==> src/rtl/la_pkg.sv <==
// Shared types and trigger evaluation for the logic-analyser capture engine.
package la_pkg;

  // Widest probe vector the trigger helper has to handle.
  localparam int unsigned TRIG_MAX_W = 64;

  typedef enum logic [1:0] {
    LEVEL  = 2'd0,
    RISE   = 2'd1,
    FALL   = 2'd2,
    CHANGE = 2'd3
  } trig_mode_e;

  typedef enum logic [2:0] {
    ST_IDLE = 3'd0,
    ST_PRE  = 3'd1,
    ST_WAIT = 3'd2,
    ST_POST = 3'd3,
    ST_DONE = 3'd4
  } state_e;

  // Evaluate the trigger condition for one qualified sample. Operands are
  // zero-extended, so unused upper bits never participate (mask is 0 there).
  function automatic logic trig_fire(
    input trig_mode_e            mode,
    input logic [TRIG_MAX_W-1:0] cur,
    input logic [TRIG_MAX_W-1:0] prev,
    input logic [TRIG_MAX_W-1:0] mask,
    input logic [TRIG_MAX_W-1:0] value,
    input logic                  prev_vld
  );
    logic fire;
    case (mode)
      LEVEL:   fire = ((cur & mask) == (value & mask));
      RISE:    fire = prev_vld && (|(~prev & cur & mask));
      FALL:    fire = prev_vld && (|(prev & ~cur & mask));
      CHANGE:  fire = prev_vld && (|((prev ^ cur) & mask));
      default: fire = 1'b0;
    endcase
    return fire;
  endfunction

endpackage

==> src/rtl/la_ring_ram.sv <==
// Simple dual-port sample store: one write port, one registered read port.
module la_ring_ram #(
  parameter int unsigned DATA_W = 9,
  parameter int unsigned DEPTH  = 256,
  parameter int unsigned ADDR_W = $clog2(DEPTH)
) (
  input  logic              i_clk,
  input  logic              i_rst,
  input  logic              i_we,
  input  logic [ADDR_W-1:0] i_waddr,
  input  logic [DATA_W-1:0] i_wdata,
  input  logic              i_re,
  input  logic [ADDR_W-1:0] i_raddr,
  output logic [DATA_W-1:0] o_rdata
);

  logic [DATA_W-1:0] r_mem [DEPTH];
  logic [DATA_W-1:0] r_rdata;

  // Write port; contents are never reset so the array maps onto block RAM.
  always_ff @(posedge i_clk) begin
    if (i_we) begin
      r_mem[i_waddr] <= i_wdata;
    end
  end

  // Registered read; only the output register is cleared by reset.
  always_ff @(posedge i_clk) begin
    if (i_rst) begin
      r_rdata <= '0;
    end else if (i_re) begin
      r_rdata <= r_mem[i_raddr];
    end
  end

  assign o_rdata = r_rdata;

endmodule

==> src/rtl/la_capture_core.sv <==
// Logic-analyser capture engine: pre-trigger ring capture, four trigger
// modes, chronological readout of DEPTH samples from the ring.
module la_capture_core
  import la_pkg::*;
#(
  parameter int unsigned DATA_W = 9,
  parameter int unsigned DEPTH  = 256,
  parameter int unsigned ADDR_W = $clog2(DEPTH)
) (
  input  logic              sys_clk,
  input  logic              reset,
  input  logic [DATA_W-1:0] data_i,
  input  logic              sample_en,
  input  logic              arm,
  input  logic              abort,
  input  logic [1:0]        trig_mode,
  input  logic [DATA_W-1:0] trig_mask,
  input  logic [DATA_W-1:0] trig_value,
  input  logic [ADDR_W-1:0] pretrig,
  output logic              armed_o,
  output logic              triggered_o,
  output logic              done_o,
  input  logic              rd_en,
  output logic [DATA_W-1:0] rd_data,
  output logic              rd_valid,
  output logic              rd_last
);

  localparam logic [ADDR_W-1:0] LAST_IDX = ADDR_W'(DEPTH - 1);

  state_e            r_state;
  state_e            w_state_nxt;

  trig_mode_e        r_mode;
  logic [DATA_W-1:0] r_mask;
  logic [DATA_W-1:0] r_value;
  logic [ADDR_W-1:0] r_pretrig;

  logic [ADDR_W-1:0] r_wr_ptr;
  logic [ADDR_W-1:0] r_pre_cnt;
  logic [ADDR_W-1:0] r_post_cnt;
  logic [DATA_W-1:0] r_prev;
  logic              r_prev_vld;

  logic [ADDR_W-1:0] r_rd_ptr;
  logic [ADDR_W-1:0] r_rd_cnt;

  logic              r_armed;
  logic              r_triggered;
  logic              r_done;
  logic              r_rd_valid;
  logic              r_rd_last;

  logic              w_start;
  logic              w_wr_en;
  logic              w_fire;
  logic              w_rd_go;
  logic              w_hit;
  logic [ADDR_W-1:0] w_pre_inc;
  logic [ADDR_W-1:0] w_post_init;

  assign w_pre_inc   = r_pre_cnt + ADDR_W'(1);
  assign w_post_init = LAST_IDX - r_pretrig;
  assign w_hit       = trig_fire(r_mode,
                                 TRIG_MAX_W'(data_i),
                                 TRIG_MAX_W'(r_prev),
                                 TRIG_MAX_W'(r_mask),
                                 TRIG_MAX_W'(r_value),
                                 r_prev_vld);

  // Next-state and per-cycle strobes; abort overrides everything, including arm.
  always_comb begin
    w_state_nxt = r_state;
    w_start     = 1'b0;
    w_wr_en     = 1'b0;
    w_fire      = 1'b0;
    w_rd_go     = 1'b0;
    case (r_state)
      ST_IDLE: begin
        if (arm) begin
          w_start     = 1'b1;
          w_state_nxt = (pretrig == '0) ? ST_WAIT : ST_PRE;
        end
      end
      ST_PRE: begin
        if (sample_en) begin
          w_wr_en = 1'b1;
          if (w_pre_inc == r_pretrig) begin
            w_state_nxt = ST_WAIT;
          end
        end
      end
      ST_WAIT: begin
        if (sample_en) begin
          w_wr_en = 1'b1;
          if (w_hit) begin
            w_fire      = 1'b1;
            w_state_nxt = (w_post_init == '0) ? ST_DONE : ST_POST;
          end
        end
      end
      ST_POST: begin
        if (sample_en) begin
          w_wr_en = 1'b1;
          if (r_post_cnt == ADDR_W'(1)) begin
            w_state_nxt = ST_DONE;
          end
        end
      end
      ST_DONE: begin
        if (arm) begin
          w_start     = 1'b1;
          w_state_nxt = (pretrig == '0) ? ST_WAIT : ST_PRE;
        end else if (rd_en) begin
          w_rd_go = 1'b1;
        end
      end
      default: w_state_nxt = ST_IDLE;
    endcase
    if (abort) begin
      w_state_nxt = ST_IDLE;
      w_start     = 1'b0;
      w_wr_en     = 1'b0;
      w_fire      = 1'b0;
      w_rd_go     = 1'b0;
    end
  end

  // State register and the status flags derived from the next state.
  always_ff @(posedge sys_clk) begin
    if (reset) begin
      r_state <= ST_IDLE;
      r_armed <= 1'b0;
      r_done  <= 1'b0;
    end else begin
      r_state <= w_state_nxt;
      r_armed <= (w_state_nxt == ST_PRE) || (w_state_nxt == ST_WAIT) ||
                 (w_state_nxt == ST_POST);
      r_done  <= (w_state_nxt == ST_DONE);
    end
  end

  // Capture datapath: configuration latch, write pointer, counters, trigger.
  always_ff @(posedge sys_clk) begin
    if (reset) begin
      r_mode      <= LEVEL;
      r_mask      <= '0;
      r_value     <= '0;
      r_pretrig   <= '0;
      r_wr_ptr    <= '0;
      r_pre_cnt   <= '0;
      r_post_cnt  <= '0;
      r_prev      <= '0;
      r_prev_vld  <= 1'b0;
      r_triggered <= 1'b0;
    end else begin
      if (w_start) begin
        r_mode      <= trig_mode_e'(trig_mode);
        r_mask      <= trig_mask;
        r_value     <= trig_value;
        r_pretrig   <= pretrig;
        r_wr_ptr    <= '0;
        r_pre_cnt   <= '0;
        r_prev_vld  <= 1'b0;
        r_triggered <= 1'b0;
      end
      if (w_wr_en) begin
        r_wr_ptr   <= r_wr_ptr + ADDR_W'(1);
        r_prev     <= data_i;
        r_prev_vld <= 1'b1;
      end
      if ((r_state == ST_PRE) && w_wr_en) begin
        r_pre_cnt <= w_pre_inc;
      end
      if (w_fire) begin
        r_triggered <= 1'b1;
        r_post_cnt  <= w_post_init;
      end else if ((r_state == ST_POST) && w_wr_en) begin
        r_post_cnt <= r_post_cnt - ADDR_W'(1);
      end
      if (abort) begin
        r_triggered <= 1'b0;
      end
    end
  end

  // Readout pointer starts pretrig entries before the trigger sample and wraps.
  always_ff @(posedge sys_clk) begin
    if (reset) begin
      r_rd_ptr   <= '0;
      r_rd_cnt   <= '0;
      r_rd_valid <= 1'b0;
      r_rd_last  <= 1'b0;
    end else begin
      r_rd_valid <= w_rd_go;
      r_rd_last  <= w_rd_go && (r_rd_cnt == LAST_IDX);
      if (w_fire) begin
        r_rd_ptr <= r_wr_ptr - r_pretrig;
        r_rd_cnt <= '0;
      end else if (w_rd_go) begin
        r_rd_ptr <= r_rd_ptr + ADDR_W'(1);
        r_rd_cnt <= r_rd_cnt + ADDR_W'(1);
      end
    end
  end

  la_ring_ram #(
    .DATA_W (DATA_W),
    .DEPTH  (DEPTH),
    .ADDR_W (ADDR_W)
  ) u_ram (
    .i_clk   (sys_clk),
    .i_rst   (reset),
    .i_we    (w_wr_en),
    .i_waddr (r_wr_ptr),
    .i_wdata (data_i),
    .i_re    (w_rd_go),
    .i_raddr (r_rd_ptr),
    .o_rdata (rd_data)
  );

  assign armed_o     = r_armed;
  assign triggered_o = r_triggered;
  assign done_o      = r_done;
  assign rd_valid    = r_rd_valid;
  assign rd_last     = r_rd_last;

endmodule

==> config.mk <==
export PLATFORM = sky130hd
export DESIGN_NAME = la_capture_core
export DESIGN_NICKNAME = d
export VERILOG_FILES = /design/src/rtl/la_pkg.sv /design/src/rtl/la_ring_ram.sv /design/src/rtl/la_capture_core.sv
export SDC_FILE = /design/constraint.sdc
export NUM_CORES = 2
export LEC_CHECK = 0
export BUFFER_PORTS_ARGS = -buffer_cell sky130_fd_sc_hd__buf_2
export CORE_AREA = 3 3 462 464
export CTS_CLUSTER_DIAMETER = 200
export DETAILED_ROUTE_END_ITERATION = 12
export DIE_AREA = 0 0 465 467
export GPL_ROUTABILITY_DRIVEN = 0
export GPL_TIMING_DRIVEN = 0
export SLEW_MARGIN = 10
export SYNTH_ARGS = -nofsm -noshare
export SYNTH_HDL_FRONTEND = slang
export SYNTH_SLANG_ARGS = --single-unit
==> constraint.sdc <==
create_clock -name sys_clk -period 4.7 [get_ports sys_clk]
set_input_delay 1.41 -clock sys_clk [delete_from_list [all_inputs] [get_ports sys_clk]]
set_output_delay 1.41 -clock sys_clk [all_outputs]
set_load 0.01 [all_outputs]
Yosys cells after proc, flatten, opt, wreduce, memory -nomap -nowiden

Memory sizes are Yosys's and may differ from the RTL's. A register that Yosys moved wholly into a read port is not among the register bits.
Cells that the tools add are included.

Add/subtract/negate cells: 7
Equality and inequality tests: 15
Reduce and logical (&&, ||, !) cells: 24
Bitwise operators: 10
Multiplexer cells: 38

Operators by type and width:

| cell                | count |
|---|---|
| $and 64x9->64       | 3 |
| $reduce_or 64->1    | 3 |
| $not 9->64          | 2 |
| $and 9x64->64       | 1 |
| $mux 8              | 7 |
| $add 8x1->8 const B | 4 |
| $and 9x9->9         | 3 |
| $mux 3              | 9 |
| $mux 1              | 19 |
| $logic_not 8->1     | 2 |
| $eq 3x2->1 const B  | 4 |
| $pmux 3 s4          | 1 |
| $reduce_bool 2->1   | 5 |
| $eq 9x9->1          | 1 |
| $xor 9x9->9         | 1 |
| $eq 8x1->1 const B  | 1 |
| $eq 8x8->1          | 1 |
| $eq 8x8->1 const B  | 1 |
| $sub 8x1->8 const B | 1 |
| $sub 8x8->8         | 1 |
| $sub 8x8->8 const A | 1 |
| $eq 3x1->1 const B  | 2 |
| $eq 3x3->1 const B  | 2 |
| $logic_and 1x1->1   | 6 |
| 9 further kinds     | 13 |

Output and inout port bits: 14
Memories: 1
Bits in registers: 86
Logic and storage cells: 112
Bits of input ports: 43
Bits in writable memories: 2,304

Memories:

| name        | depth | bits a word | read ports | clocked after Yosys merged registers in | wr ports | line              | source |
|---|---|---|---|---|---|---|---|
| u_ram.r_mem | 256   | 9           | 1          | 1                                       | 1        | la_ring_ram.sv:17 | `logic [DATA_W-1:0] r_mem [DEPTH];` |

Longest topological paths before layout

Depth after elaboration: 13
Depth in mapped cells: 12
Depth with buffers taken out: 10

Hierarchy

From an unflattened synthesis, not the netlist that was laid out.

Cells, all modules: 4,924
Area, all modules: 94,969.8 µm²

Modules (own cells, without submodules):

| module          | times used | area an instance (µm²) | cells an instance | sequential area each (µm²) |
|---|---|---|---|---|
| la_ring_ram     | 1          | 90,117.7               | 4,304             | 69,366.5 |
| la_capture_core | 1          | 4,852.2                | 620               | 1,721.7 |

Worst setup path before layout

Ideal clock, no wire load.

Path type: input-to-reg
Start: input abort
End: memory u_ram.r_mem[222][0], enable pin
Library setup time: 0.374 ns
Cell stages on the path: 6
Path buffers: 2
Required time: 4.326 ns
Data arrival time: 3.162 ns
Setup slack: 1.164 ns
Cell sequence: nand2b_1 > nor3_1 > clkbuf_1 > nand4_1 > clkbuf_1 > nor2_1

Longest elaborated chain between the ends: 3

RTL lines:

| what                         | line                   | source |
|---|---|---|
| start: declaration           | la_capture_core.sv:15  | `input logic abort,` |
| $mux 1                       | la_capture_core.sv:120 | `if (abort) begin` |
| $mux 1                       | la_ring_ram.sv:22      | `if (i_we) begin` |
| $mux 1 (implied by the code) | la_ring_ram.sv:23      | `r_mem[i_waddr] <= i_wdata;` |
| end: declaration             | la_ring_ram.sv:17      |  |

Every way passes these cells.

==> reports/results.ini <==
[drt]
drt_iter0_drc = 7515
first_pass_iters = 7
via_per_inst = 6.23
wirelength_um = 292000
drtAntennaViolNets = 0
wl_per_cell_um = 35.7
route.detailed.drc = 0
via_count = 51000

[synth]
yosys-top-cells-count = edfxtp_1, mux4_2, nor2_1
ys.flop_type = edfxtp_1
synthCells = 4839
synth_seq_area_share_pct = 75.4
yosysWarnings = 0
yosysTopAreaCellShare_pct = 73.4
synth_seq_cells = 2399
netlist_area_um2 = 94300
yosysTopAreaCell = edfxtp_1
synth_area_per_cell_um2 = 19.5
synthArstFlopShare_pct = 0
syn_nets = 4917
synth.most_common_cell = edfxtp_1
synth-edff-count = 2304
synthTopCellsByArea = edfxtp_1, mux4_2, mux2i_1
synthDistinctLibCells = 73

[grt]
grt_pass1_vias = 49600
grt_max_degree = 143
gr-total-overflow = 0
grt_use_total_pct = 26.7
antenna_found_initial = 20
grt_pass1_wl_um = 402000

[finish]
fin_area_um2 = 107000
final_util_pct = 50.8
layout-drive-gt1-share_pct = 21.2
areaGrowthSynthToFinish_pct = 13.0
stdcell_count = 8176
finalNetCount = 5238

[place]
dp.cells = 7727
dpl.hpwl_um = 197000
place_area_um2 = 98900
io_buffers = 56
place_ws_ns = -1.21

[hold_path]
hold_path.class = reg2reg

[sta]
fin_crit_sh_pct = 103
max_freq_mhz = 207
worst_pin_slew_ns = 1.26
finalClockSkew_ns = 0.0454
max-slew-margin-rel_pct = 15.7
setup_ws_ns = -0.136
report.final.hold_viol_count = 0
rsz0062_at_grt = yes
finalCriticalPeriod_ns = 4.84
drv_slew = 0
finalSetupViolations = 66

[die]
start_util_pct = 45.0
dieArea_um2 = 217000
row_count = 168
io-pin-count = 57
die_y_um = 467
die_w_um = 465
core_um2 = 210000

[worst_setup_path]
slowest_delay_ns = 0.86
path_cells = buf_2, buf_2, buf_2, buf_2, mux2i_1, a21oi_1, o21ai_0, a311o_1, nand4_1
crit_required_ns = 5.44
crit_path_end_kind = register
cp_common_cell = buf_2
cpMaxStageDelayCell = o21ai_0
path_max_fanout = 10
arrival_ns = 5.58
path_class = reg2reg
setup.worst_path.start_class = register

[clock_tree]
numCtsBuffers = 236
cts_tree = done
insertion_delay_ns = 0.88
cts.htree.levels = 4
cts.sinks = 2399
cts_root_buffer = clkbuf_16
cts.path.max_buffers = 3
clkTransAtPathRegs_ns = 0.06

[outcome]
run_status = finished with violations
violations = setup timing

[job]
cap_violations = 0

[power]
cellPowerDensity_nw_per_um2 = 401
p_leak_nw = 31.9
ir_worst_vdd_uv = 410
finalPower_mw = 42.7

routing by layer:
metal  up-vias  track usage [%]  wire [µm]
li1      20500                -          -
met1     27000             36.7     114000
met2      2901             41.5     135000
met3       559             6.42      29600
met4        10             10.9      13700
met5         -                0        181
final timing paths:
check                           slack [ns]                     start                       endpoint  depth (start not counted)
worst max-delay path                 -0.14  r_rd_ptr[4]$_SDFFE_PP0P_  u_ram.o_rdata[5]$_SDFFE_PP0P_                          9
worst min-delay path                  0.47  r_rd_cnt[7]$_SDFFE_PP0P_             rd_last$_SDFF_PP0_                          2
worst max register to register       -0.14  r_rd_ptr[4]$_SDFFE_PP0P_  u_ram.o_rdata[5]$_SDFFE_PP0P_                          9
worst min register to register        0.47  r_rd_cnt[7]$_SDFFE_PP0P_             rd_last$_SDFF_PP0_                          2
flip-flops by register name, indices dropped and copies added, names as in the netlist, 2 cells and up:
| name | cells |
|---|---|
| r_state | 3 |
| r_rd_cnt | 8 |
| r_value | 9 |
| u_ram.r_mem | 2304 |
| r_pre_cnt | 8 |
| r_wr_ptr | 8 |
| r_pretrig | 8 |
| r_rd_ptr | 8 |
| u_ram.o_rdata | 9 |
| r_post_cnt | 8 |
| r_prev | 9 |
| r_mask | 9 |
| r_mode | 2 |
critical path: cells and delay by family, from the launching register on:
family                 cells  cell delay [ns]
multiplexers               1             0.31
AND/OR/NAND/NOR            1             0.15
flip-flops                 1             0.46
buffers and inverters      4             2.06
AO/OA/AOI/OAI              3             1.63
stage by stage:
step                      setup TNS (ns)  hold WS [ns]
after floorplan                        0         0.426
after global placement          -4875.32         0.453
after detailed placement        -1245.98         0.454
after CTS                              0         0.467
after global routing               -2.31         0.494
final                              -1.25         0.468
power breakdown:
part	total (mW)	switching, mW	internal, mW
clock network	18.7	8.25	10.4
registers	23.4	0.0191	23.4
logic	0.580	0.467	0.113
logic make-up after synthesis:
kind of cell | Yosys count | synth area share, %
flip-flops | 2399 | 75.4
multiplexers | 762 | 14.7
AND/OR/NAND/NOR | 792 | 3.88
adder cells (fa/ha/maj) | 35 | 0.472
AO/OA/AOI/OAI | 488 | 3.50
XOR/XNOR | 38 | 0.368
buffers and inverters | 325 | 1.69
timing repair:
item | CTS | global route
hold buffers | 0 | 0
gates resized for setup | 6 | 19
pin swaps | 2 | 0
buffers inserted | 2 | 0
hold endpoints to repair | 0 | 0
endpoints found under the setup margin | 101 | 159
cell type report:
cell class | instances | area (µm²)
fill | 16800 | 103000
clock inverter | 151 | 1370
sequential | 2399 | 71100
tap | 2805 | 3510
buffer | 278 | 1440
clock buffer | 293 | 6210
antenna | 5 | 12.5
timing repair buffer | 85 | 1050
multi-input combinational | 2115 | 21700
inverter | 45 | 169
layout by cell type (no fill, tap or decap), types with 10 or more instances in the layout:
| master | synthesis | routed |
|---|---|---|
| o22ai_1 | 36 | 36 |
| buf_1 | 12 | 10 |
| buf_4 | 62 | 65 |
| a31oi_1 | 22 | 22 |
| mux2_2 | 17 | 17 |
| clkbuf_2 | 0 | 20 |
| clkinv_2 | 0 | 45 |
| nand2_1 | 168 | 168 |
| buf_8 | 0 | 10 |
| clkinv_1 | 0 | 65 |
| clkbuf_1 | 120 | 148 |
| mux2i_1 | 249 | 249 |
| xnor2_1 | 17 | 17 |
| o221ai_1 | 34 | 34 |
| o21ai_0 | 62 | 59 |
| or3_1 | 11 | 11 |
| xor2_1 | 20 | 20 |
| inv_1 | 45 | 45 |
| a211oi_1 | 13 | 13 |
| a221oi_1 | 16 | 16 |
| clkbuf_16 | 0 | 236 |
| nand4_1 | 34 | 34 |
| dfxtp_1 | 95 | 95 |
| nor2_2 | 1 | 16 |
| mux4_2 | 496 | 496 |
| nor2_1 | 334 | 319 |
| a21oi_1 | 110 | 110 |
| a22oi_1 | 110 | 110 |
| buf_16 | 0 | 20 |
| bufinv_16 | 0 | 19 |
| edfxtp_1 | 2304 | 2304 |
| ha_1 | 34 | 34 |
| buf_2 | 81 | 128 |
| nand3_1 | 83 | 81 |
| o211ai_1 | 24 | 24 |
| nor3_1 | 35 | 33 |
| nor2b_1 | 31 | 31 |
| nand2b_1 | 35 | 35 |
Power figures use the tool's default switching activity.
